==> src/rtl/sdram_arbiter.sv <==
// Three-port arbiter in front of a single-transaction SDRAM controller.
// The winning port's request is captured at grant and carried through issue and wait.
module sdram_arbiter #(
  parameter int RR = 1
) (
  input  logic        clk,
  input  logic        reset,
  input  logic [24:0] p0_addr,
  input  logic [24:0] p1_addr,
  input  logic [24:0] p2_addr,
  input  logic        p0_req,
  input  logic        p1_req,
  input  logic        p2_req,
  input  logic        p0_we,
  input  logic        p1_we,
  input  logic        p2_we,
  input  logic        p0_word,
  input  logic        p1_word,
  input  logic        p2_word,
  input  logic [15:0] p0_din,
  input  logic [15:0] p1_din,
  input  logic [15:0] p2_din,
  output logic [15:0] p0_dout,
  output logic [15:0] p1_dout,
  output logic [15:0] p2_dout,
  output logic        p0_ack,
  output logic        p1_ack,
  output logic        p2_ack,
  output logic [24:0] sd_addr,
  output logic        sd_rd,
  output logic        sd_wr,
  output logic        sd_word,
  output logic [15:0] sd_din,
  input  logic [15:0] sd_dout,
  input  logic        sd_busy,
  output logic [1:0]  gnt,
  output logic [1:0]  dbg_state
);

  typedef enum logic [1:0] {IDLE = 2'd0, ISSUE = 2'd1, WAIT = 2'd2} state_t;

  state_t           state_q, state_d;
  logic [1:0]       gnt_q, gnt_d;
  logic [1:0]       ptr_q, ptr_d;
  logic [24:0]      addr_q, addr_d;
  logic             word_q, word_d;
  logic [15:0]      din_q, din_d;
  logic             rd_q, rd_d;
  logic             wr_q, wr_d;
  logic             we_q, we_d;
  logic [2:0]       ack_q, ack_d;
  logic [2:0][15:0] dout_q, dout_d;

  logic [2:0]       req;
  logic [2:0]       we_a;
  logic [2:0]       word_a;
  logic [2:0][24:0] addr_a;
  logic [2:0][15:0] din_a;
  logic [1:0]       sel;

  assign req    = {p2_req, p1_req, p0_req};
  assign we_a   = {p2_we, p1_we, p0_we};
  assign word_a = {p2_word, p1_word, p0_word};
  assign addr_a = {p2_addr, p1_addr, p0_addr};
  assign din_a  = {p2_din, p1_din, p0_din};

  // Round-robin search starts one past the last granted port (ptr_q).
  always_comb begin
    sel = 2'd0;
    if (RR != 0) begin
      case (ptr_q)
        2'd0:    sel = req[1] ? 2'd1 : (req[2] ? 2'd2 : 2'd0);
        2'd1:    sel = req[2] ? 2'd2 : (req[0] ? 2'd0 : 2'd1);
        default: sel = req[0] ? 2'd0 : (req[1] ? 2'd1 : 2'd2);
      endcase
    end else begin
      sel = req[0] ? 2'd0 : (req[1] ? 2'd1 : 2'd2);
    end
  end

  always_comb begin
    state_d = state_q;
    gnt_d   = gnt_q;
    ptr_d   = ptr_q;
    addr_d  = addr_q;
    word_d  = word_q;
    din_d   = din_q;
    rd_d    = rd_q;
    wr_d    = wr_q;
    we_d    = we_q;
    ack_d   = 3'b000;
    dout_d  = dout_q;
    case (state_q)
      IDLE: begin
        if (|req) begin
          state_d = ISSUE;
          gnt_d   = sel;
          ptr_d   = sel;
          addr_d  = addr_a[sel];
          word_d  = word_a[sel];
          din_d   = din_a[sel];
          we_d    = we_a[sel];
          rd_d    = ~we_a[sel];
          wr_d    = we_a[sel];
        end
      end
      ISSUE: begin
        if (sd_busy) begin
          rd_d    = 1'b0;
          wr_d    = 1'b0;
          state_d = WAIT;
        end
      end
      WAIT: begin
        // we_q remembers the direction after the strobes have dropped.
        if (!sd_busy) begin
          ack_d[gnt_q] = 1'b1;
          if (!we_q) dout_d[gnt_q] = sd_dout;
          gnt_d   = 2'd3;
          state_d = IDLE;
        end
      end
      default: state_d = IDLE;
    endcase
  end

  always_ff @(posedge clk or posedge reset) begin
    if (reset) state_q <= IDLE;
    else       state_q <= state_d;
  end

  always_ff @(posedge clk or posedge reset) begin
    if (reset) begin
      gnt_q  <= 2'd3;
      ptr_q  <= 2'd2;
      addr_q <= '0;
      word_q <= 1'b0;
      din_q  <= '0;
      rd_q   <= 1'b0;
      wr_q   <= 1'b0;
      we_q   <= 1'b0;
      ack_q  <= 3'b000;
      dout_q <= '0;
    end else begin
      gnt_q  <= gnt_d;
      ptr_q  <= ptr_d;
      addr_q <= addr_d;
      word_q <= word_d;
      din_q  <= din_d;
      rd_q   <= rd_d;
      wr_q   <= wr_d;
      we_q   <= we_d;
      ack_q  <= ack_d;
      dout_q <= dout_d;
    end
  end

  assign sd_addr   = addr_q;
  assign sd_rd     = rd_q;
  assign sd_wr     = wr_q;
  assign sd_word   = word_q;
  assign sd_din    = din_q;
  assign gnt       = gnt_q;
  assign p0_ack    = ack_q[0];
  assign p1_ack    = ack_q[1];
  assign p2_ack    = ack_q[2];
  assign p0_dout   = dout_q[0];
  assign p1_dout   = dout_q[1];
  assign p2_dout   = dout_q[2];
  assign dbg_state = state_q;

endmodule
==> config.mk <==
export PLATFORM = sky130hd
export DESIGN_NAME = sdram_arbiter
export DESIGN_NICKNAME = d
export VERILOG_FILES = /design/src/rtl/sdram_arbiter.sv
export SDC_FILE = /design/constraint.sdc
export NUM_CORES = 1
export LEC_CHECK = 0
export CAP_MARGIN = 30
export CORE_MARGIN = 2
export CORE_UTILIZATION = 43
export CTS_BUF_LIST = sky130_fd_sc_hd__clkbuf_16
export CTS_CLUSTER_SIZE = 28
export DETAILED_ROUTE_END_ITERATION = 8
export GPL_TIMING_DRIVEN = 1
export PLACE_DENSITY = 0.95
export REMOVE_ABC_BUFFERS = 1
export SLEW_MARGIN = 15
export SYNTH_ARGS = -nofsm -noshare
export SYNTH_HDL_FRONTEND = slang
export SYNTH_SLANG_ARGS = --single-unit
==> constraint.sdc <==
create_clock -name clk -period 8.27 [get_ports clk]
set_input_delay 0.827 -clock clk [delete_from_list [all_inputs] [get_ports clk]]
set_output_delay 0.827 -clock clk [all_outputs]
set_load 0.02 [all_outputs]
==> After elaboration in Yosys (flattened, before gate mapping) <==
Cells that the tools add are included.
{ "classes": {"magnitude_cmp": 3, "eq_ne": 6, "n_mux": 34, "n_bitwise": 3, "reduce_logical": 11} }
{ "ops": {"columns": ["cell", "n"], "rows": [
  ["$bmux 25 s2", 1],
  ["$bwmux 48", 1],
  ["$bmux 16 s2", 1],
  ["$demux 16 s2", 1],
  ["$mux 16", 2],
  ["$mux 25", 1],
  ["$mux 2", 10],
  ["$reduce_and 3->1", 4],
  ["$pmux 2 s2", 2],
  ["$mux 1", 7],
  ["$lt 2x3->1 const B", 2],
  ["$mux 3", 2],
  ["$ne 2x2->1 const B", 3],
  ["$pmux 2 s3", 1],
  ["$bmux 1 s2", 2],
  ["$eq 2x1->1 const B", 2],
  ["$logic_not 2->1", 2],
  ["$pmux 1 s2", 2],
  ["$reduce_bool 2->1", 2],
  ["$not 1->1", 3],
  ["$reduce_or 3->1", 1],
  ["$demux 1 s2", 1],
  ["$eq 2x2->1 const B", 1],
  ["$ge 2x1->1 const B", 1],
  ["2 further kinds", 2]
]} }
{ "word_totals": {"regBits": 102, "inputBits": 151, "wordCells": 70} }

==> Logic depth before layout (Yosys ltp) <==
Gate-level depths: netlist (run 1).
{ "depth": {"word_depth": 8, "depth_mapped": 7, "mapped_depth_nobuf": 4} }

==> Least setup slack after synthesis (run 1) <==
No wires, ideal clock.
{ "synth_path": {"path_kind": "input-to-reg", "start": "input port sd_busy", "end": "register dout_q, in the netlist p0_dout[0]", "arrival_time_ns": 2.212, "required_time_ns": 8.145, "slack_ns": 5.933, "path_stages": 5, "path_cell_list": "or3b_1 buf_6 nor4_4 buf_4 mux2_2"} }
{ "synth_via": {"elab_chain_cells": 2} }
{ "synth_lines": {"columns": ["element", "line_no", "source"], "rows": [
  ["from (decl)", "35", "input logic sd_busy,"],
  ["$not 1->1 (no line)", null, null],
  ["$reduce_and 3->1 (no line)", null, null],
  ["to (signal assigned)", "154", "dout_q <= dout_d;"],
  ["to (decl)", "52", "logic [2:0][15:0] dout_q, dout_d;"]
]} }
Every way passes these cells.
A chain may end at the register's enable or synchronous reset.

==> Final worst setup path (run 1) <==
{ "layout_path": {"start": "input port sd_busy", "end": "register dout_q, in the netlist p2_dout[15]"} }
The elaborated chain is that of the path after synthesis.

==> results.toml, run 1 <==
[outcome]
status = "complete, no violations"

[synth]
synth.largest_area_cell = "sky130_fd_sc_hd__dfrtp_1"
syn-mean-instance-area_um2 = 12.4
async_reset_ff_frac = 1.00
synth_area_leaders = "sky130_fd_sc_hd__dfrtp_1 (51%), sky130_fd_sc_hd__o211ai_1 (14%), sky130_fd_sc_hd__mux2i_1 (9.0%)"
dominantRegCellSynth = "sky130_fd_sc_hd__dfrtp_1"
synthCells = 395
yosysWarningCount = 0
synthTopCellsByCount = "sky130_fd_sc_hd__dfrtp_1 (99), sky130_fd_sc_hd__o211ai_1 (88), sky130_fd_sc_hd__mux2i_1 (44), sky130_fd_sc_hd__nand2_1 (44), sky130_fd_sc_hd__mux2_2 (29)"
synth_sequential_area_ratio = 0.523
synth.most_common_cell = "sky130_fd_sc_hd__dfrtp_1"
synth-edff-count = 0
synth.lib_cells_used.distinct = 35
synth.ff_latch_count = 102
synthDominantCellAreaShare = 0.507
netlist_area_um2 = 4890

[clocking]
clock_tree.buffer_depth = 2
worstSkewPairLatency_ps = 340
cts_made_buffers = 9
cts_tree = "done"
clock_sinks = 102
cts-root-buf = "sky130_fd_sc_hd__clkbuf_16"
clk_pin_slew_worst_paths_ps = 70
post_cts_setup_repair_buffer_count = 0
cts-htree-levels = 3
cts-hold-fix-buffers = 0
cts_repair_resize_count = 0

[place]
gp_congestion = 0.786
post_dp_cell_area_um2 = 7500
io_buffer_count = 249
place_hpwl_mm = 11.2
dp_cells = 756

[worst_setup_path]
crit_path_end_kind = "flip-flop"
cp.arrival_ps = 3230
data_required_time_at_the_worst_endpoint_ps = 8490
worst_reg2reg_path_depth = 4
crit_type = "input pin to flip-flop"
worst-r2r-setup-slack_ps = 5740
start_kind = "input pin"
path_max_fanout = 16

[power]
total_leakage_power_nw = 3.37
power.density_nw_per_um2 = 354
peakVddDrop_mv = 0.223

[timing]
grt_setup_unrepaired = "false"
max-slew-margin-rel = 0.378
finalHoldViolCount = 0
slew_violations = 0
transition_time_of_the_tightest_slew_check_pin_ps = 934
period_minus_slack_ps = 3020
number_of_endpoints_failing_setup_at_the_final_stage = 0
totalNegativeSetupSlack_ps = 0
max_clock_freq_mhz = 332
skew_ps = 8.01
post-route-period-util = 0.365

[global_routing]
grt.overflow.total = 0
grt_antenna_before_repair = 0
grt_max_degree = 54
grt_pass1_vias = 4598
globalRouteTotalUtil = 0.248
grt_pass1_wl_mm = 24.7

[drt]
drt_iter0_drc = 252
antenna_violating_nets_left = 0
drt_first_pass_iters = 4
drcViolationCount = 0
vias = 4278
wl_per_cell_um = 19.6
route.detailed.vias_per_inst = 5.54
totalWireLength_mm = 15.1

[die]
rows = 38
die_x_um = 111
fp.dieArea_um2 = 12200
die_height_um = 111
ioPinCount = 250
placeableCoreArea_um2 = 11000
initial_core_util = 0.445

[final_layout]
final_nets = 778
drive_gt1_frac = 0.133
ff_latch_area_um2 = 2560
layout.cell_area.non_filler_um2 = 7800
fillCellCount = 703
final_cells = 772
diodes = 0
multi_input_comb_area_um2 = 2160
flow.area_growth_from_synthesis_pct = 59.5

[hold_path]
worst_hold_path.num_cells = 2
hold_class = "flip-flop to flip-flop"

[job]
drv.max_cap_violation_count = 0
## final timing paths
| kind | startpoint | end |
|---|---|---|
| setup / recovery | sd_busy | p2_dout[15] |
| min in group asynchronous | reset | p1_dout[6] |
| hold / removal | sd_addr[7] | sd_addr[7] |
| hold reg to reg | sd_addr[7] | sd_addr[7] |
| setup reg to reg | dbg_state[0] | p2_dout[15] |
| max in group asynchronous | reset | p1_dout[13] |
## through the flow
stage / power (mW) / utilization / hold WS, ps / setup WS, ps
3_3_place_gp: 2.25 / 0.675 / 479 / 4910
4_1_cts: 2.77 / 0.710 / 499 / 5270
6_report: 2.76 / 0.710 / 496 / 5250
3_5_place_dp: 2.34 / 0.683 / 484 / 4900
2_1_floorplan: 1.64 / - / 527 / 2630
5_1_grt: 2.89 / 0.710 / 524 / 5190
## per-layer routing
layer  track usage  vias to the layer above  share of wire
li1              -                     1936              -
met1         0.310                     2099           0.41
met2         0.430                      217           0.50
met3        0.0565                       26          0.068
met4        0.0733                        0          0.019
met5             0                        -              0
## cell families after synthesis
kind of cell	synth area share
AND/OR/NAND/NOR	0.0678
flip-flops	0.523
multiplexers	0.218
AO/OA/AOI/OAI	0.149
buffers and inverters	0.0420
## cell type report
cell class              count  share of cell area
clock buffers               9              0.0289
clock inverters             7             0.00947
inverters                   2             0.00128
multi-input cells         256               0.277
flip-flops and latches    102               0.328
well taps                 140              0.0225
repair buffers            256               0.333
## cells in the final DEF, fill, tap and decap left out, drive strengths merged, types with 4 or more instances in the layout
cell type / Yosys / final
buf: 13 / 7
clkbuf: 22 / 9
clkdlybuf4s50: 0 / 249
dfrtp: 99 / 99
inv: 2 / 5
mux2: 49 / 49
mux2i: 44 / 44
nand2: 44 / 44
nand2b: 4 / 4
o211ai: 88 / 88
## worst max-delay path: stages
cell and delay (ps):
sky130_fd_sc_hd__clkdlybuf4s50_1 450, sky130_fd_sc_hd__or3b_1 530, sky130_fd_sc_hd__nor3b_2 250, sky130_fd_sc_hd__and2b_1 750, sky130_fd_sc_hd__mux2_2 430
## report_power, final
part,switching [mW],internal [mW],total (mW)
registers,0.151,0.726,0.877
clock network,0.189,0.236,0.425
logic,0.746,0.709,1.46
total,1.09,1.67,2.76
## state kept, by name (all words and copies together), names as in the netlist
register / count
gnt: 2
p0_dout: 16
ptr_q: 2
sd_wr: 1
dbg_state: 2
sd_addr: 25
we_q: 1
ack_q: 3
sd_din: 16
p2_dout: 16
sd_rd: 1
sd_word: 1
p1_dout: 16
No activity file was read; power rests on OpenSTA's default activity.
==> inputs of run 2 (changes only) <==
- CORE_UTILIZATION: 43 -> 40
- PLACE_DENSITY: 0.95 -> 0.9
- clock period: 8.27 -> 2.9 ns (I/O delays scaled with it)
==> run 2 against run 1 <==
Net effect: via count decreased by 1.9%; clock power rose to 2.6 times the previous value; largest power group unchanged; utilization decreased by 5.9 points; critical endpoint is now sd_addr[6].
==> results.toml, run 2 (synthesis gave the netlist of run 1 again) <==
[timing]
transition_time_of_the_tightest_slew_check_pin_ps = 907
period_minus_slack_ps = 2150
max-slew-margin-rel = 0.395
post-route-period-util = 0.740
grt_setup_unrepaired = "false"
max_clock_freq_mhz = 466
number_of_endpoints_failing_setup_at_the_final_stage = 0
slew_violations = 0
skew_ps = 6.65
setup_slack_ps = 753
finalHoldViolCount = 0

[place]
placement.setup.worst_slack_ps = 457
io_buffer_count = 249
gp_congestion = 0.834
place_hpwl_mm = 11.1
post_dp_cell_area_um2 = 7510

[worst_setup_path]
timing.critical_path.depth = 5
worst-r2r-setup-slack_ps = 750
path_max_fanout = 18
cpLargestDelayFamily = "compound AO/OA/AOI/OAI gates"
data_required_time_at_the_worst_endpoint_ps = 3110
crit_chain = "mux2i_1 -> a21oi_4 -> buf_4 -> mux2i_1 -> o211ai_1"
setup.worst_path.start = "ptr_q[1]"
cp_common_cell = "sky130_fd_sc_hd__mux2i_1"
end_point_of_the_critical_path = "sd_addr[6]"
worstReg2RegEnd = "sd_addr[6]"
reg2reg_from = "ptr_q[1]"
start_kind = "flip-flop"
critPathMaxStageDelay_ps = 580
cp_num_buf_inv = 1
crit_type = "flip-flop to flip-flop"
crit_path_end_kind = "flip-flop"
slowest_stage = "sky130_fd_sc_hd__dfstp_2"
cp.arrival_ps = 2360
worst_reg2reg_path_depth = 5

[final_layout]
diodes = 0
commonest_non_fill_non_tap_cell_in_the_layout = "sky130_fd_sc_hd__clkdlybuf4s50_1"
final_nets = 782
largest_reg_flops = 25
most-common-layout-cells = "sky130_fd_sc_hd__clkdlybuf4s50_1 (249), sky130_fd_sc_hd__dfrtp_1 (99), sky130_fd_sc_hd__o211ai_1 (88), sky130_fd_sc_hd__mux2i_1 (44), sky130_fd_sc_hd__nand2_1 (44)"
drive_gt1_frac = 0.138
flow.area_growth_from_synthesis_pct = 59.3
layout.cell_area.non_filler_um2 = 7790

[global_routing]
grt_max_degree = 53
grt_pass1_vias = 4370
grt.overflow.total = 0
grt_antenna_before_repair = 0
globalRouteTotalUtil = 0.227
grt_pass1_wl_mm = 23.0

[power]
peakVddDrop_mv = 0.389
p_sw_frac = 0.393
combinationalPowerShare = 0.531
clockPowerShare = 0.146
internal-power_mw = 4.66
total_leakage_power_nw = 3.36
total_power_mw = 7.68
power_switching_mw = 3.02
seq_power_share = 0.323
power.density_nw_per_um2 = 986

[drt]
drt_first_pass_iters = 5
vias = 4195
route.detailed.vias_per_inst = 5.36
wl_per_cell_um = 18.7
antenna_violating_nets_left = 0
totalWireLength_mm = 14.7
drcViolationCount = 0
drt_iter0_drc = 277

[clocking]
cts_repair_resize_count = 0
cts-hold-fix-buffers = 0
cts_made_buffers = 9
clk_pin_slew_worst_paths_ps = 70
cts-htree-levels = 3
post_cts_setup_repair_buffer_count = 0
cts-root-buf = "sky130_fd_sc_hd__clkbuf_16"
worstSkewPairLatency_ps = 340
clock_tree.buffer_depth = 2
clock_sinks = 102
cts_tree = "done"

[outcome]
status = "complete, no violations"

[die]
rows = 40
fp.dieArea_um2 = 13100
die_x_um = 115
initial_core_util = 0.409
ioPinCount = 250
die_height_um = 115
placeableCoreArea_um2 = 12000

[job]
drv.max_cap_violation_count = 0

[hold_path]
hold_class = "input pin to async pin"
==> run 2: changes by cell type in the layout (fill, tap and decap cells not counted) <==
cell and change:
sky130_fd_sc_hd__buf_4 +6, sky130_fd_sc_hd__buf_6 -1, sky130_fd_sc_hd__clkinv_2 +1, sky130_fd_sc_hd__buf_12 +2, sky130_fd_sc_hd__buf_8 -1, sky130_fd_sc_hd__clkinv_4 -1, sky130_fd_sc_hd__inv_6 +1, sky130_fd_sc_hd__buf_16 -2
sky130_fd_sc_hd__bufinv_16 -1
==> run 2: metrics by stage <==
stage                     instances  utilization  TNS, ps  hold WS, ps
after floorplan                 360            -  -120720          397
after global placement          767        0.628        0          480
after detailed placement        767        0.628        0          489
after CTS                       783        0.651        0          404
after global routing            783        0.651        0          439
final                           783        0.651        0          387
==> run 2: cell type report <==
| type | count | area (µm²) |
|---|---|---|
| clock inverter | 7 | 48.8 |
| inverter | 2 | 10.0 |
| timing repair buffer | 260 | 2600 |
| multi-input combinational | 256 | 2160 |
| tap | 147 | 184 |
| clock buffer | 9 | 225 |
| sequential | 102 | 2560 |
| fill | 825 | 4180 |
==> run 2: metal layers <==
metal / vias up / part of all wire / global-route usage
li1: 1939 / - / -
met1: 2040 / 0.38 / 0.253
met2: 203 / 0.52 / 0.412
met3: 13 / 0.083 / 0.0635
met4: 0 / 0.014 / 0.0797
met5: - / 0 / 0
==> run 2: how the worst min path moves through the flow <==
stage | to | slack (ps) | startpoint
floorplan | dbg_state[0] | 400 | sd_busy
global placement | sd_addr[1] | 480 | sd_addr[1]
detailed placement | sd_addr[1] | 490 | sd_addr[1]
CTS | p1_dout[1] | 400 | reset
global route | p1_dout[1] | 440 | reset
finish | p1_dout[4] | 390 | reset
==> run 2: worst reg2reg max path: stages, from the launching register on <==
cell,delay (ps)
sky130_fd_sc_hd__dfstp_2,580
sky130_fd_sc_hd__mux2i_1,130
sky130_fd_sc_hd__a21oi_4,510
sky130_fd_sc_hd__buf_4,450
sky130_fd_sc_hd__mux2i_1,240
sky130_fd_sc_hd__o211ai_1,100
==> run 2: power by group through the flow <==
stage	logic [mW]	registers [mW]	clock network [mW]
after CTS	4.11	2.49	1.15
after detailed placement	4.10	2.50	0
after global placement	3.99	2.47	0
after floorplan	1.50	3.17	0
after global routing	4.37	2.56	1.21
final	4.08	2.48	1.12
==> inputs of run 3 (changes only) <==
- CORE_UTILIZATION: 40 -> 36
- PLACE_DENSITY: 0.9 -> 0.86
- clock period: 2.9 -> 1.77 ns (I/O delays scaled with it)
==> run 3 against run 2 <==
Net effect: the flow now finishes with violations (negative setup slack); routed wire length up 11%; clock power up 76%; via count up 6.0%; count of clock-buffer cells in the layout unchanged; final cell count up 8.4%; largest cell class unchanged.
==> results.toml, run 3 (synthesis gave the netlist of run 1 again) <==
[timing]
grt_setup_unrepaired = "true"
slew_violations = 0
max-slew-margin-rel = 0.749
post-route-period-util = 1.05
hold-worst-slack_ps = 180
transition_time_of_the_tightest_slew_check_pin_ps = 377
finalHoldViolCount = 0
setup_slack_ps = -88.3
skew_ps = 8.32
max_clock_freq_mhz = 538
number_of_endpoints_failing_setup_at_the_final_stage = 51
period_minus_slack_ps = 1860
totalNegativeSetupSlack_ps = -1860

[outcome]
status = "complete, but fails checks"
violations = "negative setup slack"

[worst_setup_path]
crit_type = "flip-flop to flip-flop"
crit_path_end_kind = "flip-flop"
data_required_time_at_the_worst_endpoint_ps = 1990
path_max_fanout = 8
reg2reg_from = "dbg_state[0]"
worstReg2RegEnd = "p1_dout[4]"
cp.arrival_ps = 2080
worst-r2r-setup-slack_ps = -90
start_kind = "flip-flop"
worst_reg2reg_path_depth = 6

[final_layout]
drive_gt1_frac = 0.198
final_nets = 819
largest_reg_flops = 25
diodes = 0
final_cells = 849
commonest_non_fill_non_tap_cell_in_the_layout = "sky130_fd_sc_hd__clkdlybuf4s50_1"
flow.area_growth_from_synthesis_pct = 72.7
most-common-layout-cells = "sky130_fd_sc_hd__clkdlybuf4s50_1 (247), sky130_fd_sc_hd__dfrtp_1 (99), sky130_fd_sc_hd__o211ai_1 (88), sky130_fd_sc_hd__nand2_1 (44), sky130_fd_sc_hd__mux2i_1 (39)"
final_core_utilization = 0.638

[drt]
vias = 4446
drcViolationCount = 0
wl_per_cell_um = 19.1
route.detailed.vias_per_inst = 5.24
drt_iter0_drc = 271
antenna_violating_nets_left = 0
totalWireLength_mm = 16.2
drt_first_pass_iters = 4

[die]
initial_core_util = 0.369
ioPinCount = 250
placeableCoreArea_um2 = 13200
fp.dieArea_um2 = 14500
die_height_um = 121
die_x_um = 121
rows = 42

[power]
p_sw_frac = 0.382
internal-power_mw = 8.51
seq_power_share = 0.297
total_power_mw = 13.8
peakVddDrop_mv = 0.671
total_leakage_power_nw = 3.65
power_switching_mw = 5.26
power.density_nw_per_um2 = 1630
clockPowerShare = 0.143
combinationalPowerShare = 0.559

[hold_path]
hold_class = "input pin to async pin"

[global_routing]
grt_max_degree = 35
globalRouteTotalUtil = 0.219
grt_antenna_before_repair = 0
grt_pass1_wl_mm = 24.8
grt_pass1_vias = 4677
grt.overflow.total = 0

[clocking]
clk_pin_slew_worst_paths_ps = 70
cts_tree = "done"
cts-root-buf = "sky130_fd_sc_hd__clkbuf_16"
clock_tree.buffer_depth = 2
cts-htree-levels = 3
clock_sinks = 102
worstSkewPairLatency_ps = 340
cts_made_buffers = 9

[job]
drv.max_cap_violation_count = 0

[place]
gp_congestion = 0.823
io_buffer_count = 249
place_hpwl_mm = 12.4
dp_cells = 829
-- run 3: cell types whose count changed in the layout (fill, tap and decap cells not counted), moves of 4 or more --
cell and change:
sky130_fd_sc_hd__buf_4 +15, sky130_fd_sc_hd__buf_12 +12, sky130_fd_sc_hd__mux2_2 -6, sky130_fd_sc_hd__mux2_4 +6, sky130_fd_sc_hd__mux2i_1 -5, sky130_fd_sc_hd__buf_8 +4
-- run 3: repair_timing --
action | in CTS | in global routing
gates resized for setup | 8 | 22
hold buffers | 0 | 0
endpoints found under the setup margin | 52 | 65
cloned | 0 | 3
pin swaps | 1 | 7
setup buffers | 0 | 2
-- run 3: layer usage --
layer / track usage / part of all wire / vias to the layer above
met5: 0 / 0 / -
met4: 0.0807 / 0.023 / 0
met3: 0.0481 / 0.073 / 26
met2: 0.399 / 0.53 / 213
met1: 0.249 / 0.38 / 2194
li1: - / - / 2013
-- run 3: critical path, stage by stage (launching register included) --
cell and delay [ps]:
sky130_fd_sc_hd__dfrtp_1 390, sky130_fd_sc_hd__or3b_4 400, sky130_fd_sc_hd__buf_6 130, sky130_fd_sc_hd__nor3b_4 250, sky130_fd_sc_hd__nand2b_4 110, sky130_fd_sc_hd__buf_12 160, sky130_fd_sc_hd__mux2_4 310
-- run 3: area by class of cell --
cell class,instances,area (µm²)
Timing Repair Buffer,297,3120
Clock inverter,7,71.3
Inverter,2,10.0
Clock buffer,9,225
Multi-Input combinational cell,256,2240
Fill cell,1003,4800
Tap cell,176,220
Sequential cell,102,2560
-- run 3: power groups by stage --
| stage | combinational [mW] | sequential, mW | clock, mW |
|---|---|---|---|
| finish | 7.70 | 4.09 | 1.97 |
| global placement | 7.20 | 4.02 | 0 |
| CTS | 7.48 | 4.08 | 2.02 |
| detailed placement | 7.45 | 4.11 | 0 |
| global route | 8.16 | 4.21 | 2.15 |
| floorplan | 2.43 | 5.19 | 0 |
-- run 3: worst max path at each step --
stage	slack (ps)	end	cells past startpoint	from
2_1_floorplan	-3570	sd_addr[16]	3	dbg_state[0]
3_3_place_gp	-300	p1_dout[9]	7	sd_busy
3_5_place_dp	-360	p2_dout[12]	6	sd_busy
4_1_cts	-50	p1_dout[4]	6	dbg_state[0]
5_1_grt	-140	p1_dout[12]	6	dbg_state[0]
6_report	-90	p1_dout[4]	6	dbg_state[0]
-- run 3: per-stage QoR --
| step | cell area, µm² | setup slack [ps] |
|---|---|---|
| after floorplan | 4690 | -3570 |
| after global placement | 7950 | -299 |
| after detailed placement | 7950 | -361 |
| after CTS | 8260 | -52.9 |
| after global routing | 8440 | -137 |
| final | 8440 | -88.3 |
